`src/rtl/display_scan_ctrl.sv`:
```
// Multiplexed 7-segment scan controller.
// Scans NUM_DIGITS digits one slot at a time. Digit data is double-buffered so
// that a new value only appears at a frame boundary. Also handles leading-zero
// blanking, per-digit blink, decimal points, PWM brightness and optional hex
// glyphs. All pin outputs are registered.
module display_scan_ctrl #(
    parameter int NUM_DIGITS       = 4,
    parameter int SCAN_DIV         = 50000,
    parameter int BLINK_FRAMES     = 64,
    parameter int HEX_MODE         = 0,
    parameter int ANODE_ACTIVE_LOW = 1,
    parameter int SEG_ACTIVE_LOW   = 1
) (
    input  logic                      clk,
    input  logic                      rst_n,
    input  logic [4*NUM_DIGITS-1:0]   digits,
    input  logic [NUM_DIGITS-1:0]     dp_in,
    input  logic [NUM_DIGITS-1:0]     blink_mask,
    input  logic                      load,
    input  logic                      lz_blank,
    input  logic [3:0]                brightness,
    output logic [NUM_DIGITS-1:0]     anodo,
    output logic [6:0]                seven,
    output logic                      dp_out,
    output logic                      frame_tick
);

    localparam int DW = $clog2(SCAN_DIV);
    localparam int SW = $clog2(NUM_DIGITS);
    localparam int BW = (BLINK_FRAMES > 1) ? $clog2(BLINK_FRAMES) : 1;

    localparam logic [DW-1:0] DIV_LAST   = DW'(SCAN_DIV - 1);
    localparam logic [SW-1:0] SEL_LAST   = SW'(NUM_DIGITS - 1);
    localparam logic [BW-1:0] BLINK_LAST = BW'(BLINK_FRAMES - 1);

    // Pin level that means "off"; XOR with this turns active-high into pin polarity.
    localparam logic AN_OFF  = (ANODE_ACTIVE_LOW != 0);
    localparam logic SEG_OFF = (SEG_ACTIVE_LOW != 0);

    logic [DW-1:0]           div_cnt_q;
    logic [SW-1:0]           sel_q;
    logic [3:0]              pwm_cnt_q;
    logic [BW-1:0]           blink_cnt_q;
    logic                    blink_phase_q;
    logic [4*NUM_DIGITS-1:0] pend_digits_q, act_digits_q;
    logic [NUM_DIGITS-1:0]   pend_dp_q, act_dp_q;
    logic [NUM_DIGITS-1:0]   pend_blink_q, act_blink_q;
    logic                    frame_tick_q;
    logic [NUM_DIGITS-1:0]   anodo_q, anodo_d;
    logic [6:0]              seven_q, seven_d;
    logic                    dp_q, dp_d;

    logic slot_tick;
    logic frame_end;

    assign slot_tick = (div_cnt_q == DIV_LAST);
    assign frame_end = slot_tick && (sel_q == SEL_LAST);

    // Slot prescaler, digit select, PWM phase and frame pulse.
    always_ff @(posedge clk or negedge rst_n) begin
        if (!rst_n) begin
            div_cnt_q    <= '0;
            sel_q        <= '0;
            pwm_cnt_q    <= '0;
            frame_tick_q <= 1'b0;
        end else begin
            div_cnt_q    <= slot_tick ? '0 : div_cnt_q + 1'b1;
            if (slot_tick) begin
                sel_q <= (sel_q == SEL_LAST) ? '0 : sel_q + 1'b1;
            end
            pwm_cnt_q    <= pwm_cnt_q + 4'd1;
            frame_tick_q <= frame_end;
        end
    end

    // Pending/active buffers; a load on the boundary bypasses straight to active.
    always_ff @(posedge clk or negedge rst_n) begin
        if (!rst_n) begin
            pend_digits_q <= '0;
            pend_dp_q     <= '0;
            pend_blink_q  <= '0;
            act_digits_q  <= '0;
            act_dp_q      <= '0;
            act_blink_q   <= '0;
        end else begin
            if (load) begin
                pend_digits_q <= digits;
                pend_dp_q     <= dp_in;
                pend_blink_q  <= blink_mask;
            end
            if (frame_end) begin
                act_digits_q <= load ? digits     : pend_digits_q;
                act_dp_q     <= load ? dp_in      : pend_dp_q;
                act_blink_q  <= load ? blink_mask : pend_blink_q;
            end
        end
    end

    // Blink half-period counter, advanced once per frame.
    always_ff @(posedge clk or negedge rst_n) begin
        if (!rst_n) begin
            blink_cnt_q   <= '0;
            blink_phase_q <= 1'b0;
        end else if (frame_end) begin
            if (blink_cnt_q == BLINK_LAST) begin
                blink_cnt_q   <= '0;
                blink_phase_q <= ~blink_phase_q;
            end else begin
                blink_cnt_q <= blink_cnt_q + 1'b1;
            end
        end
    end

    logic [3:0] nib [NUM_DIGITS];

    // Unpack the active digit buffer into nibbles.
    always_comb begin
        for (int i = 0; i < NUM_DIGITS; i++) begin
            nib[i] = act_digits_q[4*i +: 4];
        end
    end

    logic [3:0]            cur_nib;
    logic                  zero_above;
    logic                  lz_hide;
    logic                  blink_hide;
    logic [6:0]            glyph_low;
    logic [6:0]            seg_low;
    logic                  dp_low;
    logic                  pwm_on;
    logic [NUM_DIGITS-1:0] an_vec;

    // Decode the selected digit into next pin values (glyphs held in active-low form).
    always_comb begin
        cur_nib    = nib[sel_q];
        zero_above = 1'b1;
        for (int j = 0; j < NUM_DIGITS; j++) begin
            if (j >= int'(sel_q) && nib[j] != 4'd0) begin
                zero_above = 1'b0;
            end
        end
        lz_hide    = lz_blank && (sel_q != '0) && zero_above;
        blink_hide = blink_phase_q && act_blink_q[sel_q];

        case (cur_nib)
            4'd0:    glyph_low = 7'b1000000;
            4'd1:    glyph_low = 7'b1111001;
            4'd2:    glyph_low = 7'b0100100;
            4'd3:    glyph_low = 7'b0110000;
            4'd4:    glyph_low = 7'b0011001;
            4'd5:    glyph_low = 7'b0010010;
            4'd6:    glyph_low = 7'b0000010;
            4'd7:    glyph_low = 7'b1111000;
            4'd8:    glyph_low = 7'b0000000;
            4'd9:    glyph_low = 7'b0010000;
            4'd10:   glyph_low = (HEX_MODE != 0) ? 7'b0001000 : 7'b1111111;
            4'd11:   glyph_low = (HEX_MODE != 0) ? 7'b0000011 : 7'b1111111;
            4'd12:   glyph_low = (HEX_MODE != 0) ? 7'b1000110 : 7'b1111111;
            4'd13:   glyph_low = (HEX_MODE != 0) ? 7'b0100001 : 7'b1111111;
            4'd14:   glyph_low = (HEX_MODE != 0) ? 7'b0000110 : 7'b1111111;
            default: glyph_low = (HEX_MODE != 0) ? 7'b0001110 : 7'b1111111;
        endcase

        // A zero-blanked digit keeps its dp; a blinked-off digit loses both.
        seg_low = (blink_hide || lz_hide) ? 7'b1111111 : glyph_low;
        dp_low  = ~(act_dp_q[sel_q] && !blink_hide);

        // First cycle of each slot stays dark to avoid ghosting between digits.
        pwm_on = (brightness == 4'hF) || (pwm_cnt_q < brightness);
        an_vec = '0;
        if (div_cnt_q != '0 && pwm_on) begin
            an_vec[sel_q] = 1'b1;
        end

        anodo_d = an_vec ^ {NUM_DIGITS{AN_OFF}};
        seven_d = seg_low ^ {7{~SEG_OFF}};
        dp_d    = dp_low ^ ~SEG_OFF;
    end

    // Register pin outputs; reset drives every pin to its inactive level.
    always_ff @(posedge clk or negedge rst_n) begin
        if (!rst_n) begin
            anodo_q <= {NUM_DIGITS{AN_OFF}};
            seven_q <= {7{SEG_OFF}};
            dp_q    <= SEG_OFF;
        end else begin
            anodo_q <= anodo_d;
            seven_q <= seven_d;
            dp_q    <= dp_d;
        end
    end

    assign anodo      = anodo_q;
    assign seven      = seven_q;
    assign dp_out     = dp_q;
    assign frame_tick = frame_tick_q;

endmodule

```
`config.mk`:
```
export PLATFORM = sky130hd
export DESIGN_NAME = display_scan_ctrl
export DESIGN_NICKNAME = d
export VERILOG_FILES = /design/src/rtl/display_scan_ctrl.sv
export SDC_FILE = /design/constraint.sdc
export NUM_CORES = 1
export LEC_CHECK = 0
export CAP_MARGIN = 10
export CORE_MARGIN = 2
export CORE_UTILIZATION = 50
export DETAILED_ROUTE_END_ITERATION = 8
export GPL_ROUTABILITY_DRIVEN = 0
export PLACE_DENSITY = 0.72
export SLEW_MARGIN = 20
export SYNTH_ARGS = -nofsm -noshare
export SYNTH_HDL_FRONTEND = slang
export SYNTH_SLANG_ARGS = --single-unit
```
`constraint.sdc`:
```
create_clock -name clk -period 2.3 [get_ports clk]
set_clock_uncertainty 0.05 [all_clocks]
set_input_delay 0.23 -clock clk [delete_from_list [all_inputs] [get_ports clk]]
set_output_delay 0.23 -clock clk [all_outputs]
set_load 0.02 [all_outputs]
```
==> reports/metrics.cfg, run 1 <==
[run_status]
status = completed

[hold_path]
hold_path.class = in2async

[sta]
setup_tns_ns = 0
finalMaxSlewViolations = 0
maxSlewHeadroom = 0.680
fin_crit_ns = 1.98
hold_viol = 0
setup_viol = 0
period_share = 0.862
rsz0062_at_grt = false
fin_ws_ns = 0.318
tightest_slew_ns = 0.477
timing.fmax_ghz = 0.505

[power]
leakagePower_nw = 2.22
cellPowerDensity_nw_per_um2 = 577
switching_power_mw = 0.643
switching_share = 0.222
power_frac_clock = 0.377
design_power_total_mw = 2.90
combPwrFrac = 0.059
seqPwrFrac = 0.564
p_int_mw = 2.26
peakVddDrop_v = 0.000415

[routing]
routed_wl_um = 7470
ant_nets = 0
dr.pass1.iters = 4
viasPerCell = 5.29
drc = 0
dr_total_vias = 2577
drt_iter0_drc = 105
wl_per_cell_um = 15.3

[floorplanning]
die_h_um = 96.4
die-area_um2 = 9300
initial_core_util = 0.517
die_x_um = 96.4
rows = 33
top_level_ports = 45
core-area_um2 = 8260

[place]
io_buffers = 44
dp_slack_ns = 0.322
hpwl_um = 5460
post-place-cells = 470
placed_cell_area_um2 = 4810

[setup_path]
criticalPathCategory = reg2reg
arrival_ns = 2.18
crit_chain = ha_1, nand3_2, or3_1, nor2_1, buf_4, nor2_1
crit_top_cell = nor2_1
startpoint_type = flop
crit_path_max_incr_delay_ns = 0.43
required_ns = 2.49
end_kind = flop
slowest_stage = or3_1
crit_fanout = 8

[grt]
grt_pass1_vias = 2558
grt_max_degree = 42
grt_pass1_wl_um = 12400
met3_usage = 0.0442
groute.layer.met2.usage = 0.292
use_met1 = 0.235
grt-ovfl-total = 0
top_usage_layer = met2
track_usage = 0.179
antenna_found_initial = 0

[finish]
diodes = 0
final_cells = 487
n_fill_cell = 660
drive_above_1_share = 0.270
seqCellArea_um2 = 2270
area_delta_synth_final_pct = 17.6
final_nets = 426
multi_input_area_um2 = 1800
stdcell_area_um2 = 5020

[synth]
synth_seq_cells = 90
synthArstFlopShare = 1.00
synthFlopType = dfrtp_1
synth.net_count = 372
syn_area_um2 = 4270
synth_seq_area_share = 0.531
netlist_instances = 323
synth_area_per_cell_um2 = 13.2
ys.warnings.count = 0
yosysUniqueCellTypes = 45
synth_edf_count = 0

[cts]
path_clk_slew_ns = 0.09
cts_tree = built
cts_made_buffers = 9
cts_max_path_buffers = 2
clk_latency_ns = 0.36
clock_tree.root_cell = clkbuf_8
cts.sinks = 90
h-tree-depth = 3

[run]
maxCapViolCount = 0

[cells in the mapped netlist, types with 3 or more instances]
| cell type | instances | area share |
|---|---|---|
| mux4_2 | 6 | 0.032 |
| xnor2_1 | 12 | 0.025 |
| xor2_1 | 7 | 0.014 |
| mux2_2 | 31 | 0.082 |
| buf_2 | 3 | 0.0035 |
| a21o_1 | 3 | 0.0053 |
| and3_1 | 3 | 0.0044 |
| nor3_1 | 6 | 0.0070 |
| nand2_1 | 6 | 0.0053 |
| o21ai_0 | 11 | 0.013 |
| buf_6 | 5 | 0.013 |
| nand3_1 | 16 | 0.019 |
| ha_1 | 17 | 0.050 |
| buf_12 | 3 | 0.014 |
| o211ai_1 | 4 | 0.0070 |
| nor2b_1 | 3 | 0.0044 |
| nand4_1 | 6 | 0.0088 |
| nor2_1 | 20 | 0.018 |
| mux2_4 | 19 | 0.067 |
| nor4_1 | 7 | 0.010 |
| dfstp_2 | 12 | 0.074 |
| inv_1 | 16 | 0.014 |
| dfrtp_1 | 78 | 0.46 |
[worst paths after layout]
check	depth (start not counted)	endpoint	startpoint	slack (ns)
max in group asynchronous	3	seven[2]	rst_n	1.25
max	6	div_cnt_q[9]	div_cnt_q[0]	0.32
max reg2reg	6	div_cnt_q[9]	div_cnt_q[0]	0.32
min reg2reg	1	blink_phase_q	blink_phase_q	0.42
min	2	pend_digits_q[5]	rst_n	0.31
min in group clk	1	blink_phase_q	blink_phase_q	0.42
[power by group through the flow]
stage	Combinational [mW]	Clock, mW	Sequential, mW
floorplan	0.0710	0	1.66
CTS	0.176	1.12	1.63
global route	0.191	1.20	1.64
global placement	0.170	0	1.66
finish	0.171	1.09	1.63
detailed placement	0.174	0	1.66
[layout make-up]
class                      instances  area share
timing repair buffer              56       0.111
sequential                        90       0.452
clock buffer                      11      0.0282
clock inverter                     5      0.0122
inverter                          16      0.0120
multi-input combinational        204       0.359
tap                              105      0.0262
[worst max-delay path: cells and delay by family, from the launching register on]
family,cells,cell delay [ns]
buffers and inverters,1,0.23
adder cells (fa/ha/maj),1,0.25
AND/OR/NAND/NOR,4,0.91
flip-flops,1,0.42
[per-stage QoR]
stage                     hold WS, ns  utilization
after floorplan                -0.116            -
after global placement          0.163        0.582
after detailed placement        0.171        0.582
after CTS                       0.305        0.608
after global routing            0.351        0.608
final                           0.309        0.608
[registers in the layout, indices dropped and copies added, names as in the netlist, 6 cells and up]
name	count
act_digits_q	16
div_cnt_q	16
pend_digits_q	16
seven	7
blink_cnt_q	6
[kinds of logic (layout without fill, tap and decap cells)]
group | count (synthesis) | after routing | synth area share
AO/OA/AOI/OAI | 28 | 28 | 0.0448
XOR/XNOR | 19 | 19 | 0.0390
adder cells (fa/ha/maj) | 17 | 17 | 0.0498
buffers and inverters | 29 | 88 | 0.0466
flip-flops | 90 | 90 | 0.531
multiplexers | 58 | 58 | 0.185
AND/OR/NAND/NOR | 82 | 82 | 0.104
[timing repair]
action,4_1_cts,5_1_grt
gates resized for setup,0,0
setup buffers,0,0
hold buffers,1,0
hold endpoints to repair,35,0
[placed cells by master, fill, tap and decap left out, types with 3 or more instances in the layout]
master | Yosys | routed
inv_1 | 16 | 16
nor4_1 | 7 | 7
and3_1 | 3 | 3
nand3_1 | 16 | 16
buf_4 | 0 | 10
mux2_2 | 31 | 31
dfstp_2 | 12 | 12
a21o_1 | 3 | 3
o21ai_0 | 11 | 11
xor2_1 | 7 | 7
clkbuf_8 | 0 | 10
nand4_1 | 6 | 6
xnor2_1 | 12 | 12
mux2_4 | 19 | 19
clkinvlp_4 | 0 | 3
nor3_1 | 6 | 6
nor2b_1 | 3 | 3
mux4_2 | 6 | 6
o211ai_1 | 4 | 4
dfrtp_1 | 78 | 78
nand2_1 | 6 | 6
ha_1 | 17 | 17
clkdlybuf4s50_1 | 0 | 43
nor2_1 | 20 | 20
[routing by layer]
metal / up-vias / wire length, um / share of wire
li1: 1253 / - / -
met1: 1268 / 3480 / 0.47
met2: 45 / 3570 / 0.48
met3: 11 / 303 / 0.041
met4: 0 / 116 / 0.016
met5: - / 0 / 0
Power figures use the tool's default switching activity.
==> run 2: changes to the inputs <==
CORE_MARGIN = 5   (was 2)
==> run 2 against run 1 <==
Clock power grew 10%. Register-to-register slack lost 0.17 ns. Hold slack gained 0.0030 ns. Combinational power is essentially flat. Largest cell class unchanged. Highest routed layer unchanged. Largest power group unchanged.
==> reports/metrics.cfg, run 2 (synthesized netlist as in run 1, its figures left out) <==
[floorplanning]
initial_core_util = 0.517  ; unchanged
die-area_um2 = 10500  ; was 9300 um2
die_x_um = 102  ; was 96.4 um
rows = 33  ; unchanged
die_h_um = 102  ; was 96.4 um
top_level_ports = 45  ; unchanged
core-area_um2 = 8260  ; unchanged

[routing]
dr_total_vias = 2569  ; was 2577
drc = 0  ; unchanged
routed_wl_um = 7620  ; was 7470 um
ant_nets = 0  ; unchanged
dr.pass1.iters = 4  ; unchanged
wl_per_cell_um = 15.6  ; was 15.3 um
viasPerCell = 5.28  ; was 5.29
drt_iter0_drc = 60  ; was 105

[place]
hpwl_um = 5450  ; was 5460 um
dp_slack_ns = 0.132  ; was 0.322 ns
io_buffers = 44  ; unchanged

[sta]
hold_viol = 0  ; unchanged
period_share = 0.936  ; was 0.862
maxSlewHeadroom = 0.657  ; was 0.680
timing.fmax_ghz = 0.464  ; was 0.505 GHz
setup_viol = 0  ; unchanged
setup_tns_ns = 0  ; unchanged
finalMaxSlewViolations = 0  ; unchanged
fin_ws_ns = 0.146  ; was 0.318 ns
tightest_slew_ns = 0.512  ; was 0.477 ns
fin_crit_ns = 2.15  ; was 1.98 ns
rsz0062_at_grt = false  ; unchanged

[setup_path]
required_ns = 2.50  ; was 2.49 ns
r2r_start = sel_q[0]  ; was div_cnt_q[0]
crit_fanout = 10  ; was 8
end_kind = flop  ; unchanged
arrival_ns = 2.35  ; was 2.18 ns
startpoint_type = flop  ; unchanged
criticalPathCategory = reg2reg  ; unchanged
critPathLaunch = sel_q[0]  ; was div_cnt_q[0]

[grt]
grt-ovfl-total = 0  ; unchanged
grt_max_degree = 52  ; was 42
track_usage = 0.157  ; was 0.179
antenna_found_initial = 0  ; unchanged
grt_pass1_wl_um = 12700  ; was 12400 um
grt_pass1_vias = 2612  ; was 2558

[power]
cellPowerDensity_nw_per_um2 = 595  ; was 577 nW/um2
design_power_total_mw = 3.01  ; was 2.90 mW
peakVddDrop_v = 0.000318  ; was 0.000415 V
leakagePower_nw = 2.24  ; was 2.22 nW

[finish]
final_nets = 426  ; unchanged
final_cell_mix = dfrtp_1, clkdlybuf4s50_1, mux2_2  ; unchanged
diodes = 0  ; unchanged
final_common_cell = dfrtp_1  ; unchanged
utilization = 0.612  ; was 0.608
area_delta_synth_final_pct = 18.3  ; was 17.6%
reg_top3 = act_digits_q: 16 flops, div_cnt_q: 16 flops, pend_digits_q: 16 flops  ; unchanged
drive_above_1_share = 0.272  ; was 0.270

[cts]
cts_setup_buffers = 0  ; unchanged
cts_made_buffers = 9  ; unchanged
cts_resized = 0  ; unchanged
h-tree-depth = 3  ; unchanged
path_clk_slew_ns = 0.10  ; was 0.09 ns
cts_tree = built  ; unchanged
clk_latency_ns = 0.37  ; was 0.36 ns
holdBufCountCts = 1  ; unchanged
clock_tree.root_cell = clkbuf_8  ; unchanged
cts_max_path_buffers = 2  ; unchanged
cts.sinks = 90  ; unchanged

[run_status]
status = completed  ; unchanged

[run]
maxCapViolCount = 0  ; unchanged

[hold_path]
hold_path.class = in2async  ; unchanged

[run 2: through the flow]
stage	instances	hold WS (ns)	instance area, um2
final	487	0.312	5050
after global routing	487	0.350	5050
after CTS	487	0.330	5050
after detailed placement	470	0.182	4820
after global placement	470	0.179	4820
after floorplan	323	-0.116	4270
[run 2: final timing paths]
kind / cells after the start / endpoint / slack, ns
min reg2reg: 1 / pwm_cnt_q[0] / 0.43
min in group clk: 1 / pwm_cnt_q[0] / 0.43
max reg2reg: 5 / seven[5] / 0.15
max: 5 / seven[5] / 0.15
min: 2 / pend_digits_q[14] / 0.31
max in group asynchronous: 3 / dp_out / 1.21
[run 2: layout make-up]
class / instances / area [um2]
Tap cell: 105 / 131
Fill cell: 645 / 3200
Sequential cell: 90 / 2270
Multi-Input combinational cell: 204 / 1800
Clock inverter: 7 / 98.8
Clock buffer: 9 / 124
Timing Repair Buffer: 56 / 568
Inverter: 16 / 60.1
[run 2: where the power goes]
group | internal [mW] | switching (mW) | total [mW]
combinational | 0.0942 | 0.0754 | 0.170
clock | 0.620 | 0.584 | 1.20
sequential | 1.62 | 0.00993 | 1.63
total | 2.34 | 0.669 | 3.01
[run 2: layer usage]
metal	part of all wire	up-vias	wire [um]	GRT usage
li1	-	1249	-	-
met1	0.46	1276	3500	0.209
met2	0.49	32	3730	0.257
met3	0.037	12	284	0.0334
met4	0.015	0	112	0.0545
met5	0	-	0	0
[run 2: critical path, stage by stage, from the launching register on]
cell      delay, ns
dfrtp_1        0.61
buf_4          0.20
mux4_2         0.47
and2_1         0.18
a31oi_2        0.32
o311ai_0       0.20
==> run 3: changes to the inputs <==
CELL_PAD_IN_SITES_DETAIL_PLACEMENT = 2   (was not set)
CELL_PAD_IN_SITES_GLOBAL_PLACEMENT = 2   (was not set)
CORE_UTILIZATION = 39   (was 50)
PLACE_DENSITY = 0.79   (was 0.72)
==> run 3 against run 2 <==
Highest routed layer unchanged. Cell count is 7.2% higher. Sequential cell count stayed put. Non-clock buffer count stayed put. Via count is 5.6% higher. Sequential share of layout area is 0.11 points lower. Final area is 0.30% higher.
==> reports/metrics.cfg, run 3 (synthesized netlist as in run 1, its figures left out) <==
[floorplanning]
rows = 38  ; was 33
die-area_um2 = 13100  ; was 10500 um2
die_x_um = 115  ; was 102 um
initial_core_util = 0.396  ; was 0.517
top_level_ports = 45  ; unchanged
core-area_um2 = 10800  ; was 8260 um2
die_h_um = 115  ; was 102 um

[sta]
timing.fmax_ghz = 0.471  ; was 0.464 GHz
fin_ws_ns = 0.178  ; was 0.146 ns
finalMaxSlewViolations = 0  ; unchanged
hold_viol = 0  ; unchanged
period_share = 0.923  ; was 0.936
setup_tns_ns = 0  ; unchanged
rsz0062_at_grt = false  ; unchanged
maxSlewHeadroom = 0.632  ; was 0.657
tightest_slew_ns = 0.552  ; was 0.512 ns
setup_viol = 0  ; unchanged
fin_crit_ns = 2.12  ; was 2.15 ns

[cts]
clk_latency_ns = 0.37  ; about the same
path_clk_slew_ns = 0.09  ; was 0.10 ns
cts_max_path_buffers = 2  ; unchanged
h-tree-depth = 3  ; unchanged
clock_tree.root_cell = clkbuf_8  ; unchanged
cts.sinks = 90  ; unchanged
cts_tree = built  ; unchanged
cts_made_buffers = 9  ; unchanged

[run_status]
status = completed  ; unchanged

[power]
power_frac_clock = 0.376  ; was 0.400
switching_power_mw = 0.685  ; was 0.669 mW
p_int_mw = 2.22  ; was 2.34 mW
leakagePower_nw = 2.22  ; was 2.24 nW
switching_share = 0.236  ; was 0.223
seqPwrFrac = 0.563  ; was 0.543
peakVddDrop_v = 0.000284  ; was 0.000318 V
combPwrFrac = 0.061  ; was 0.056
design_power_total_mw = 2.90  ; was 3.01 mW
cellPowerDensity_nw_per_um2 = 573  ; was 595 nW/um2

[grt]
grt_pass1_wl_um = 16900  ; was 12700 um
track_usage = 0.167  ; was 0.157
grt-ovfl-total = 0  ; unchanged
met3_usage = 0.0307  ; was 0.0334
use_met1 = 0.199  ; was 0.209
grt_pass1_vias = 3118  ; was 2612
groute.layer.met2.usage = 0.307  ; was 0.257
antenna_found_initial = 0  ; unchanged
top_usage_layer = met2  ; unchanged
grt_max_degree = 53  ; was 52

[finish]
utilization = 0.470  ; was 0.612
diodes = 0  ; unchanged
final_common_cell = dfrtp_1  ; unchanged
final_cell_mix = dfrtp_1, clkdlybuf4s50_1, mux2_2  ; unchanged
reg_top3 = act_digits_q: 16 flops, div_cnt_q: 16 flops, pend_digits_q: 16 flops  ; unchanged
final_nets = 426  ; unchanged
area_delta_synth_final_pct = 18.7  ; was 18.3%
stdcell_area_um2 = 5070  ; was 5050 um2
drive_above_1_share = 0.275  ; was 0.272
n_fill_cell = 1052  ; was 645

[setup_path]
arrival_ns = 2.32  ; was 2.35 ns
crit_fanout = 12  ; was 10
required_ns = 2.50  ; about the same
startpoint_type = flop  ; unchanged
end_kind = flop  ; unchanged
criticalPathCategory = reg2reg  ; unchanged

[routing]
drt_iter0_drc = 136  ; was 60
routed_wl_um = 10200  ; was 7620 um
dr.pass1.iters = 4  ; unchanged
drc = 0  ; unchanged
dr_total_vias = 2712  ; was 2569
viasPerCell = 5.20  ; was 5.28
wl_per_cell_um = 19.5  ; was 15.6 um
ant_nets = 0  ; unchanged

[hold_path]
hold_path.class = in2async  ; unchanged

[place]
dp_slack_ns = 0.0366  ; was 0.132 ns
io_buffers = 44  ; unchanged
hpwl_um = 7440  ; was 5450 um
placed_cell_area_um2 = 4860  ; was 4820 um2

[run]
maxCapViolCount = 0  ; unchanged

==> run 3: cell types whose count changed in the layout (fill, tap and decap cells not counted), sizes merged <==
cell	previous run	this run
clkinvlp	1	2
bufinv	2	1
inv	18	17
clkinv	2	3
==> run 3: final cells by class <==
class | instances | area, um2 | area share
Inverter | 16 | 60.1 | 0.0118
Multi-Input combinational cell | 204 | 1800 | 0.356
Clock inverter | 7 | 68.8 | 0.0136
Clock buffer | 9 | 124 | 0.0244
Timing Repair Buffer | 56 | 568 | 0.112
Sequential cell | 90 | 2270 | 0.448
Tap cell | 140 | 175 | 0.0346
==> run 3: worst max-delay path: stages (launching register included) <==
cell and delay (ns):
dfrtp_1 0.43, ha_1 0.25, nand3_2 0.13, nor3_1 0.23, and4_4 0.38, buf_12 0.18, mux2_2 0.35
==> run 3: what timing repair did <==
action | in CTS | in global routing
gates resized for setup | 1 | 0
hold buffers | 1 | 0
endpoints found under the hold margin | 34 | 0
buffers inserted | 0 | 0
endpoints found under the setup margin | 3 | 0
==> run 3: through the flow <==
stage                     cells  hold WS, ns
final                       522        0.337
after global placement      505        0.183
after global routing        522        0.372
after CTS                   522        0.339
after floorplan             323       -0.116
after detailed placement    505        0.198
==> run 3: worst paths after layout <==
| check | startpoint | endpoint | slack, ns | cells after the start |
|---|---|---|---|---|
| max in group asynchronous | rst_n | seven[1] | 1.14 | 3 |
| worst max-delay path | div_cnt_q[0] | act_blink_q[0] | 0.18 | 6 |
| worst max register to register | div_cnt_q[0] | act_blink_q[0] | 0.18 | 6 |
| min in group clk | blink_phase_q | blink_phase_q | 0.43 | 1 |
| worst min-delay path | rst_n | pend_dp_q[1] | 0.34 | 2 |
| worst min register to register | blink_phase_q | blink_phase_q | 0.43 | 1 |
==> run 3: per-layer routing <==
layer	wire (um)	share of wire
met1	4200	0.41
met4	107	0.011
met5	0	0
met2	5580	0.55
met3	269	0.026
==> run 3: power by group through the flow <==
stage / Clock (mW) / Sequential (mW) / Combinational (mW)
5_1_grt: 1.21 / 1.64 / 0.195
2_1_floorplan: 0 / 1.66 / 0.0710
3_5_place_dp: 0 / 1.67 / 0.180
4_1_cts: 1.13 / 1.64 / 0.183
3_3_place_gp: 0 / 1.66 / 0.172
6_report: 1.09 / 1.63 / 0.178
